<file path="config.mk">
export PLATFORM = sky130hd
export DESIGN_NAME = radix4_booth_seq_mult
export DESIGN_NICKNAME = d
export VERILOG_FILES = /design/src/rtl/radix4_booth_seq_mult.sv
export SDC_FILE = /design/constraint.sdc
export NUM_CORES = 1
export LEC_CHECK = 0
export CAP_MARGIN = 20
export CORE_AREA = 5 5 118 132
export DETAILED_ROUTE_END_ITERATION = 7
export DIE_AREA = 0 0 123 137
export SLEW_MARGIN = 20
export SYNTH_ARGS = -nofsm -noshare
export SYNTH_HDL_FRONTEND = slang
export SYNTH_SLANG_ARGS = --single-unit
</file>
<file path="constraint.sdc">
create_clock -name clk -period 4.1 [get_ports clk]
set_input_delay 0.41 -clock clk [delete_from_list [all_inputs] [get_ports clk]]
set_output_delay 0.41 -clock clk [all_outputs]
set_load 0.02 [all_outputs]
</file>
<file path="src/rtl/radix4_booth_seq_mult.sv">
// Iterative radix-4 Booth multiplier: one digit per cycle, latency WIDTH/2 (signed) or WIDTH/2+1 (unsigned).
// One transaction in flight; in_ready only in IDLE, product held in DONE until out_ready.
module radix4_booth_seq_mult #(
    parameter int WIDTH = 8
) (
    input  logic               clk,
    input  logic               rst,
    input  logic               in_valid,
    output logic               in_ready,
    input  logic               in_signed,
    input  logic [WIDTH-1:0]   in_a,
    input  logic [WIDTH-1:0]   in_b,
    output logic               out_valid,
    input  logic               out_ready,
    output logic [2*WIDTH-1:0] out_product,
    output logic               busy
);
    localparam int E  = WIDTH + 2;
    localparam int AW = 2*WIDTH + 2;
    localparam int CW = $clog2(WIDTH/2 + 2);

    typedef enum logic [1:0] {IDLE, BUSY, DONE} state_t;

    state_t        state, state_nxt;
    logic [AW-1:0] a_sh;
    logic [AW-1:0] a_neg;
    logic [AW-1:0] pp;
    logic [AW-1:0] acc;
    logic [E:0]    b_sh;
    logic [CW-1:0] cnt;
    logic [CW-1:0] last_cnt;
    logic          sgn;
    logic          accept;
    logic          last_digit;
    logic          unused_acc_hi;

    assign accept     = in_valid && in_ready;
    // Signed operands need no digit for the redundant sign-extension bits.
    assign last_cnt   = sgn ? CW'(WIDTH/2 - 1) : CW'(WIDTH/2);
    assign last_digit = (cnt == last_cnt);

    always_ff @(posedge clk) begin
        if (rst) begin
            state <= IDLE;
        end else begin
            state <= state_nxt;
        end
    end

    always_comb begin
        state_nxt = state;
        in_ready  = 1'b0;
        out_valid = 1'b0;
        busy      = 1'b0;
        unique case (state)
            IDLE: begin
                in_ready = 1'b1;
                if (in_valid) state_nxt = BUSY;
            end
            BUSY: begin
                busy = 1'b1;
                if (last_digit) state_nxt = DONE;
            end
            DONE: begin
                out_valid = 1'b1;
                if (out_ready) state_nxt = IDLE;
            end
            default: state_nxt = IDLE;
        endcase
    end

    // a_sh already carries the 2i weight, so partial products need no variable shift.
    assign a_neg = ~a_sh + AW'(1);

    always_comb begin
        pp = '0;
        case (b_sh[2:0])
            3'b001, 3'b010: pp = a_sh;
            3'b011:         pp = {a_sh[AW-2:0], 1'b0};
            3'b100:         pp = {a_neg[AW-2:0], 1'b0};
            3'b101, 3'b110: pp = a_neg;
            default:        pp = '0;
        endcase
    end

    always_ff @(posedge clk) begin
        if (rst) begin
            a_sh <= '0;
            b_sh <= '0;
            acc  <= '0;
            cnt  <= '0;
            sgn  <= 1'b0;
        end else if (accept) begin
            sgn  <= in_signed;
            a_sh <= {{(AW-WIDTH){in_signed & in_a[WIDTH-1]}}, in_a};
            b_sh <= {{2{in_signed & in_b[WIDTH-1]}}, in_b, 1'b0};
            acc  <= '0;
            cnt  <= '0;
        end else if (state == BUSY) begin
            acc  <= acc + pp;
            a_sh <= {a_sh[AW-3:0], 2'b00};
            b_sh <= {2'b00, b_sh[E:2]};
            cnt  <= cnt + CW'(1);
        end
    end

    assign out_product   = acc[2*WIDTH-1:0];
    assign unused_acc_hi = ^acc[AW-1:2*WIDTH];

endmodule

</file>
Word level (Yosys, flattened, before mapping)
Index checks and enable logic that the tools add are counted.
- eq/ne operators: 12
- muxes and demuxes: 13
- bitwise logic cells: 3
- $add $sub $neg: 3
- reductions and logical operators: 7
- operator list (kind ; count):
    18-bit one-hot mux with 4 select lines ; 1
    18-bit two-way mux ; 2
    11-bit two-way mux ; 2
    18-bit by 1-bit adder with 18-bit output (second input constant) ; 1
    18-bit adder ; 1
    18-bit inverter ; 1
    3-bit == test (second input constant) ; 3
    3-bit by 2-bit == test with 1-bit output (second input constant) ; 2
    2-bit two-way mux ; 3
    2-bit inequality test (second input constant) ; 3
    2-bit one-hot mux with 3 select lines ; 1
    2-bit OR reduction ; 3
    3-bit by 1-bit adder with 3-bit output (second input constant) ; 1
    3-bit by 1-bit == test with 1-bit output (second input constant) ; 1
    3-bit == test ; 1
    1-bit two-way mux ; 3
    3-bit two-way mux ; 1
    3-bit AND reduction ; 1
    1-bit AND ; 2
    2-bit by 1-bit == test with 1-bit output (second input constant) ; 1
    2-bit == test (second input constant) ; 1
    2-bit zero test ; 1
    2-bit nonzero test ; 1
    1-bit logical AND ; 1
- logic and storage cells: 45
- output and inout port bits: 19
- register bits after elaboration: 53
- bits of input ports: 21

Longest topological paths before layout
Gate-level depths: netlist of the first run.
- depth after elaboration: 4
- mapped depth: 17
- gate-level depth less buffers: 17

Least setup slack after synthesis of the first run
Ideal clock, no wire load.
- path kind: register to register
- start: reg a_sh[0]
- end: reg acc[14]
- stages on the path, launching flop included: 18
- path buffers: 0
- arrival time: 3.472 ns
- required time: 4.025 ns
- slack: 0.554 ns
- library setup time: 0.075 ns
- period minus slack after synthesis: 3.546 ns
- cell sequence: dfxtp_1 inv_1 ha_1 nor3b_2 nand2_2 or4_4 nand2_1 xnor2_1 a221oi_1 a21oi_1 ha_1 and4_1 o211ai_1 o31ai_1 a211oi_1 a21oi_1 mux2_1 o22ai_1
- word-level cells in the longest chain between the ends: 4
- ends and longest elaborated chain (item ; RTL line ; RTL):
    start: declaration ; 25 ; logic [AW-1:0] a_sh;
    start signal: assignment ; 95 ; a_sh <= {{(AW-WIDTH){in_signed & in_a[WIDTH-1]}}, in_a};
    start signal: assignment ; 101 ; a_sh <= {a_sh[AW-3:0], 2'b00};
    18-bit inverter ; 73 ; assign a_neg = ~a_sh + AW'(1);
    18-bit by 1-bit adder with 18-bit output ; 73 ;
    18-bit one-hot mux with 4 select lines * ; 77 ; case (b_sh[2:0])
    18-bit adder * ; 100 ; acc <= acc + pp;
    end signal: assignment ; 100 ;
    end: declaration ; 28 ; logic [AW-1:0] acc;
Mark *: on every way between the ends. The rest lies on a longest branch, timed or not.
A chain may end at the register's enable or synchronous reset.

Worst setup path after layout of the first run
- start: reg a_sh[1]
- end: reg acc[14]
Same word-level chain as after synthesis.

==> results.cfg, run 1 <==
[setup_path]
crit_path_start = a_sh[1]
regToRegEndpoint = acc[14]
end_kind = flip-flop
critPathLaunchType = flip-flop
critPathArrivalTime_ns = 4.09
reg2reg_slack_ns = 0.23
cp.required_ns = 4.32
path_class = reg2reg
critPathCapture = acc[14]
cp_max_fo = 6
reg2reg_depth = 17
r2r-start = a_sh[1]

[route]
detail_route.first_pass.iterations = 5
antenna_left = 0
viasPerCell = 5.031
routed_wirelength_mm = 9.821
drt-wirelength-per-cell_microns = 14.40
vias = 3431
drtIter0Drc = 239
drc_errors = 0

[placement]
dp_slack_ns = 0.04770
dp_hpwl_mm = 7.373
gp_congestion = 0.9262
port_buffers = 39

[synth]
ys_seq_area_frac = 0.2788
ys_warn_count = 0
syn_nets = 501
yosysMostFrequentCell = nand2_1
yosysTopAreaCell = dfxtp_1
synth_cell_type_count = 59
synth_top_cell_area_share = 0.2788
synth_edf_count = 0
yosys-top-cells-count = 73 x nand2_1, 55 x a21oi_1, 48 x dfxtp_1
syn_area_per_cell_sq_um = 7.461
ys.flop_type = dfxtp_1
netlist_area_sq_mm = 0.003447
synth_area_leaders = dfxtp_1 28%, a21oi_1 8.0%, nand2_1 7.9%
synthCells = 462
async_reset_ff_frac = 0
ys_ff_latch = 48

[pwr]
power_w = 0.001377
combPwrFrac = 0.259
p_clk_frac = 0.353
swShare = 0.3222
net-switching-power_w = 0.0004437
pwr-share-seq = 0.388
p_leak_nw = 1.618
p_int_w = 0.0009333
power.density_mw_per_mm2 = 325.8
irDropWorstVdd_uv = 160.1

[global_routing]
grt_pass1_wl_mm = 15.93
grt_use_total = 0.1146
overflow = 0
antenna_found_initial = 0
grt_max_degree = 32
first_global_vias = 3278

[sta]
final-setup-viol-count = 0
period_share = 0.9442
fin_skew_ns = 0.006434
finalHoldViolCount = 0
postLayoutSetupSlackWorst_ns = 0.2289
max-slew-margin-rel = 0.4160
slew_violations = 0
min_period_ns = 3.871
worst_pin_slew_ns = 0.8728
clock.fmax_ghz = 0.2583

[die]
die_area_sq_mm = 0.01685
die_h_microns = 137
rows = 46
ios = 40
core_sq_mm = 0.01410
fp.dieW_microns = 123
initial_core_util = 0.2445

[clock_network]
cts_tree = done
cts_hold_buf = 0
cts.clk_slew.worst_paths_ns = 0.07
cts_buffer_depth = 2
clk_latency_ns = 0.29
numCtsBuffers = 5
cts_sinks = 48
clock-root-buffer = clkbuf_16
cts_htree_levels = 2

[layout]
ff_latch_area_sq_um = 960.9
area_delta_synth_final_pct = 22.61
antennaDiodeCount = 0
multi_input_area_sq_mm = 0.002331
drive_gt1_frac = 0.06939
nNetsFinal = 528
fill_cells = 1524
final_util = 0.2997

[min_path]
hp-class = reg2reg

[flow_run]
drv_cap = 0

[status]
status = completed
-- how the worst min path moves through the flow --
| stage | start | to | cells past startpoint |
|---|---|---|---|
| floorplan | b_sh[3] | b_sh[3] | 2 |
| global placement | b_sh[3] | b_sh[3] | 2 |
| detailed placement | b_sh[5] | b_sh[5] | 2 |
| CTS | b_sh[5] | b_sh[5] | 2 |
| global route | b_sh[5] | b_sh[5] | 2 |
| finish | b_sh[5] | b_sh[5] | 2 |
-- cell families (layout without fill, tap and decap cells) --
logic type | count (synthesis) | count (layout) | synth area share
mux | 3 | 3 | 0.009074
fa+ha+maj | 18 | 18 | 0.06751
buf+inv | 40 | 68 | 0.05335
xor+xnor | 25 | 25 | 0.06352
flops | 48 | 48 | 0.2788
simple gates | 178 | 178 | 0.2468
compound gates | 150 | 150 | 0.2809
-- critical path: stages, from the launching register on --
cell and delay [ns]:
dfxtp_1 0.37, inv_1 0.13, ha_4 0.18, nor3b_4 0.24, nand2_2 0.12, or4_4 0.44, nand2_1 0.10, xnor2_1 0.08
a221oi_1 0.31, a21oi_1 0.10, ha_1 0.40, and4_1 0.26, nand3_1 0.10, o31ai_2 0.26, a211oi_2 0.09, a21oi_1 0.19
mux2_1 0.33, o22ai_1 0.10
-- routing by layer --
metal	part of all wire	up-vias	track usage
met5	0	-	0
met4	0.014	0	0.02585
met3	0.050	14	0.02356
met2	0.48	92	0.2021
met1	0.46	1614	0.1432
li1	-	1711	-
-- power by group through the flow --
stage / clock, W / combinational (W) / sequential [W]
final: 0.000486 / 0.000356 / 0.000535
after global routing: 0.000506 / 0.000392 / 0.000540
after CTS: 0.000495 / 0.000350 / 0.000534
after detailed placement: 0 / 0.000349 / 0.000545
after global placement: 0 / 0.000343 / 0.000543
after floorplan: 0 / 0.000271 / 0.000523
-- cell usage in the layout (no fill, tap or decap), types with 3 or more instances in the layout --
master,n
nor2b_1,5
clkbuf_16,5
xor2_1,8
a221oi_1,5
nor3_1,15
and3_1,3
o21bai_1,3
o22ai_1,3
a21oi_1,55
or3_1,3
a211o_1,3
o21ai_1,5
a211oi_1,4
a221o_1,5
a22oi_1,18
a31oi_1,6
nand2b_1,6
dfxtp_1,48
inv_1,6
nand3_1,12
nand2_1,73
o211ai_1,4
clkdlybuf4s50_1,39
buf_4,14
nor2_1,43
ha_1,16
o21ai_0,17
a21o_1,7
xnor2_1,17
-- registers in the layout, indices dropped and copies added, names as in the netlist --
register / count
cnt: 3
state: 2
sgn: 1
a_sh: 16
acc: 16
b_sh: 10
-- final cells by class --
class	count	area share
Timing Repair Buffer	53	0.1172
Inverter	7	0.006217
Sequential cell	48	0.2274
Tap cell	192	0.05684
Multi-Input combinational cell	374	0.5515
Clock inverter	3	0.01125
Clock buffer	5	0.02960
-- metrics by stage --
step | setup TNS [ns] | std cells | hold slack [ns] | instance area (sq um)
final | 0 | 682 | 0.4618 | 4227
after global routing | -0.01681 | 682 | 0.4836 | 4227
after CTS | 0 | 682 | 0.4643 | 4198
after detailed placement | 0 | 674 | 0.4531 | 4025
after global placement | 0 | 674 | 0.4449 | 4025
after floorplan | 0 | 462 | 0.4368 | 3447
-- timing repair --
item | 4_1_cts | 5_1_grt
gates resized for setup | 0 | 5
buffers inserted | 0 | 0
setup endpoints to repair | 0 | 3
No activity file was read; power rests on OpenSTA's default activity.
==> run 2: changes to the inputs <==
--- a/config.mk
+++ b/config.mk
@@ -11,2 +11,3 @@
 export DIE_AREA = 0 0 123 137
+export MAX_ROUTING_LAYER = met4
 export SLEW_MARGIN = 20
==> constraint.sdc (replaced) <==
create_clock -name clk -period 4.1 [get_ports clk]
set_input_delay 0.82 -clock clk [delete_from_list [all_inputs] [get_ports clk]]
set_output_delay 0.82 -clock clk [all_outputs]
set_load 0.02 [all_outputs]
==> results.cfg, run 2 (synthesis gave the netlist of run 1 again) <==
[status]
status = completed

[pwr]
power.density_mw_per_mm2 = 325.5
irDropWorstVdd_uv = 179.2
p_leak_nw = 1.606

[setup_path]
critPathArrivalTime_ns = 4.03
crit_path_start = a_sh[1]
cp_common_cell = a21oi_1
reg2reg_slack_ns = 0.28
slowest_delay_ns = 0.44
path_buf_inv = 1
slowest_stage = or4_4
crit_family = simple AND/OR/NAND/NOR gates
critPathLaunchType = flip-flop
cp.required_ns = 4.31
reg2reg_depth = 17
end_kind = flip-flop
path_class = reg2reg
regToRegEndpoint = acc[14]
cp_max_fo = 6
path_cells = inv_1 -> ha_2 -> nor3b_4 -> nand2_2 -> or4_4 -> nand2_1 -> xnor2_1 -> a221oi_1 -> a21oi_1 -> ha_1 -> and4_1 -> nand3_1 -> o31ai_2 -> a211oi_2 -> a21oi_1 -> mux2_1 -> o22ai_1
r2r-start = a_sh[1]

[clock_network]
cts_hold_buf = 0
cts_htree_levels = 2
clk_latency_ns = 0.29
cts_tree = done
clock-root-buffer = clkbuf_16
cts.clk_slew.worst_paths_ns = 0.07
numCtsBuffers = 5
cts_buffer_depth = 2
cts_sinks = 48

[min_path]
min_to = b_sh[5]
hp-class = reg2reg
hold_depth = 2
min_from = b_sh[5]

[route]
drt-wirelength-per-cell_microns = 14.46
drc_errors = 0
vias = 3417
routed_wirelength_mm = 9.848
drtIter0Drc = 229
viasPerCell = 5.018
detail_route.first_pass.iterations = 5
antenna_left = 0

[layout]
drive_gt1_frac = 0.07157
antennaDiodeCount = 0
layout_commonest_cell = nand2_1
ff_latch_area_sq_um = 960.9
finalInstanceArea_sq_mm = 0.004222
multi_input_area_sq_mm = 0.002335
area_delta_synth_final_pct = 22.47
nNetsFinal = 527
final_util = 0.2994
fill_cells = 1490
mostFrequentLayoutCells = 73 x nand2_1, 55 x a21oi_1, 48 x dfxtp_1
largestRegisters = a_sh: 16 flops, acc: 16 flops, b_sh: 10 flops

[die]
die_h_microns = 137
initial_core_util = 0.2445
ios = 40
core_sq_mm = 0.01410
fp.dieW_microns = 123
rows = 46
die_area_sq_mm = 0.01685

[sta]
fin_hold_ws_ns = 0.4598
clock.fmax_ghz = 0.2615
slew_violations = 0
tns_ns = 0
fin_skew_ns = 0.005513
worst_pin_slew_ns = 0.8429
max-slew-margin-rel = 0.4360
min_period_ns = 3.824
finalHoldViolCount = 0
final-setup-viol-count = 0
period_share = 0.9328
postLayoutSetupSlackWorst_ns = 0.2757

[global_routing]
grt_use_met1 = 0.1592
grt_util_met2 = 0.1981
grt_max_degree = 34
top_usage_layer = met2
grt_use_total = 0.1227
gr-usage-met3 = 0.02026
grt_pass1_wl_mm = 16.63
antenna_found_initial = 0
first_global_vias = 3299
overflow = 0

[placement]
dp_slack_ns = 0.09668
dp_hpwl_mm = 7.254
gp_congestion = 0.9121
port_buffers = 39
placed_area_sq_mm = 0.004010

[flow_run]
drv_cap = 0
-- run 2: changes by cell type in the layout (fill, tap and decap cells not counted), sizes merged --
cell	delta
clkinvlp	+1
clkinv	-2
inv	+1
buf	-1
-- run 2: power by group --
part           total [W]  internal (W)  switching [W]
Sequential      0.000536      0.000492      0.0000437
Combinational   0.000356      0.000150       0.000206
Clock           0.000483      0.000290       0.000192
Total            0.00137      0.000932       0.000442
-- run 2: what timing repair did --
item | 4_1_cts | 5_1_grt
setup buffers | 0 | 1
endpoints found under the hold margin | 0 | 0
setup endpoints to repair | 0 | 3
resized for setup | 0 | 6
-- run 2: cell type report --
| cell class | instances | area share |
|---|---|---|
| timing repair buffer | 52 | 0.1156 |
| tap | 192 | 0.05691 |
| multi-input combinational | 374 | 0.5531 |
| clock inverter | 3 | 0.01097 |
| sequential | 48 | 0.2276 |
| inverter | 7 | 0.006224 |
| clock buffer | 5 | 0.02964 |
-- run 2: stage by stage --
stage	power (W)	std cells
after floorplan	0.0007943	462
after global placement	0.0008867	672
after detailed placement	0.0008930	672
after CTS	0.001377	680
after global routing	0.001452	681
final	0.001374	681
-- run 2: worst min-delay path: stages (launching register included) --
cell	delay (ns)
dfxtp_1	0.31
nand2_1	0.05
a21oi_1	0.05
-- run 2: per-layer routing --
metal  wire [microns]  vias to the layer above
met3              506                        8
met1             4619                     1599
met4              116                        0
met5                0                        -
met2             4605                       96
li1                 -                     1714
-- run 2: worst max-delay path by stage --
stage               to  slack (ns)  cells after the start
5_1_grt        acc[14]       -0.03                     17
3_3_place_gp   acc[14]        0.21                     17
3_5_place_dp   acc[14]         0.1                     17
2_1_floorplan  acc[14]        0.55                     17
6_report       acc[14]        0.28                     17
4_1_cts        acc[14]        0.07                     17
==> run 3: changes to the inputs <==
- GPL_ROUTABILITY_DRIVEN: default -> 0
- REMOVE_ABC_BUFFERS: default -> 1
==> results.cfg, run 3 (synthesis gave the netlist of run 1 again) <==
[route]
drtIter0Drc = 164
antenna_left = 0
detail_route.first_pass.iterations = 5
viasPerCell = 5.010
routed_wirelength_mm = 9.804
drc_errors = 0
drt-wirelength-per-cell_microns = 14.35
vias = 3422

[setup_path]
cp.required_ns = 4.31
critPathLaunchType = flip-flop
path_class = reg2reg
end_kind = flip-flop
critPathArrivalTime_ns = 4.03
cp_max_fo = 6

[layout]
antennaDiodeCount = 0
layout_commonest_cell = nand2_1
nNetsFinal = 529
finalInstanceArea_sq_mm = 0.004245
area_delta_synth_final_pct = 23.16
final_util = 0.3011
mostFrequentLayoutCells = 73 x nand2_1, 55 x a21oi_1, 48 x dfxtp_1
fill_cells = 1517
largestRegisters = a_sh: 16 flops, acc: 16 flops, b_sh: 10 flops
drive_gt1_frac = 0.07128

[clock_network]
cts_buffer_depth = 2
cts_tree = done
cts_sinks = 48
cts_htree_levels = 2
clk_latency_ns = 0.29
cts.clk_slew.worst_paths_ns = 0.07
clock-root-buffer = clkbuf_16
numCtsBuffers = 5

[die]
die_h_microns = 137
core_sq_mm = 0.01410
fp.dieW_microns = 123
ios = 40
initial_core_util = 0.2445
die_area_sq_mm = 0.01685
rows = 46

[global_routing]
grt_use_total = 0.1214
overflow = 0
grt_pass1_wl_mm = 16.41
first_global_vias = 3401
antenna_found_initial = 0
grt_max_degree = 35

[sta]
fin_skew_ns = 0.01050
tns_ns = 0
min_period_ns = 3.818
clock.fmax_ghz = 0.2619
max-slew-margin-rel = 0.3762
final-setup-viol-count = 0
slew_violations = 0
period_share = 0.9313
worst_pin_slew_ns = 0.9322
postLayoutSetupSlackWorst_ns = 0.2816
finalHoldViolCount = 0

[placement]
dp_hpwl_mm = 7.239
placed_area_sq_mm = 0.004018
port_buffers = 39
dp_slack_ns = 0.1095

[pwr]
irDropWorstVdd_uv = 206.4
power.density_mw_per_mm2 = 339.6
p_leak_nw = 1.630

[min_path]
hp-class = reg2reg

[flow_run]
drv_cap = 0

[status]
status = completed
run 3: changes by cell type in the layout (fill, tap and decap cells not counted):
cell and delta:
clkinvlp_4 -1, bufinv_16 +1, a31oi_1 +1, o311ai_2 -1, buf_4 +2, o311ai_1 +1
a31oi_2 -1
run 3: cell type report:
cell class / count / area (sq um) / area share
multi-input combinational: 374 / 2321 / 0.5467
sequential: 48 / 960.9 / 0.2263
timing repair buffer: 54 / 503.0 / 0.1185
tap: 192 / 240.2 / 0.05659
clock buffer: 5 / 125.1 / 0.02947
clock inverter: 3 / 68.82 / 0.01621
inverter: 7 / 26.28 / 0.006189
run 3: worst paths after layout:
| kind | from | end | slack, ns | cells past startpoint |
|---|---|---|---|---|
| max reg2reg | a_sh[1] | acc[14] | 0.28 | 17 |
| min | b_sh[4] | b_sh[4] | 0.46 | 2 |
| min reg2reg | b_sh[4] | b_sh[4] | 0.46 | 2 |
| max | a_sh[1] | acc[14] | 0.28 | 17 |
run 3: per-stage QoR:
step | total power, W | hold slack (ns) | instances
after CTS | 0.001441 | 0.4608 | 681
final | 0.001442 | 0.4577 | 683
after global placement | 0.0008864 | 0.4439 | 673
after floorplan | 0.0007739 | 0.4307 | 429
after detailed placement | 0.0008938 | 0.4502 | 673
after global routing | 0.001509 | 0.4842 | 683
run 3: routing by layer:
| metal | up-vias | share of wire | wire length [microns] | GRT usage |
|---|---|---|---|---|
| met4 | 0 | 0.011 | 108 | 0.02400 |
| met1 | 1594 | 0.47 | 4581 | 0.1594 |
| met2 | 98 | 0.47 | 4565 | 0.1984 |
| met3 | 13 | 0.056 | 548 | 0.01984 |
| li1 | 1717 | - | - | - |
| met5 | - | 0 | 0 | - |
run 3: worst max-delay path: stages, from the launching register on:
cell	delay (ns)
dfxtp_1	0.36
inv_1	0.10
ha_2	0.24
nor3b_4	0.26
nand2_2	0.12
or4_4	0.44
nand2_1	0.10
xnor2_1	0.08
a221oi_1	0.30
a21oi_1	0.08
ha_1	0.35
and4_1	0.25
nand3_1	0.10
o31ai_2	0.22
a211oi_2	0.08
a21oi_1	0.18
mux2_1	0.33
o22ai_1	0.12
run 3: timing repair:
action / CTS / global route
endpoints found under the hold margin: 0 / 0
setup endpoints to repair: 0 / 3
buffers inserted: 0 / 2
gates resized for setup: 0 / 4
hold buffers: 0 / 0
run 3: power by group:
part           leakage [nW]  switching [W]  total (W)  internal [W]
clock                0.0944       0.000196   0.000548      0.000352
combinational          1.14       0.000205   0.000357      0.000152
sequential            0.392      0.0000447   0.000537      0.000492
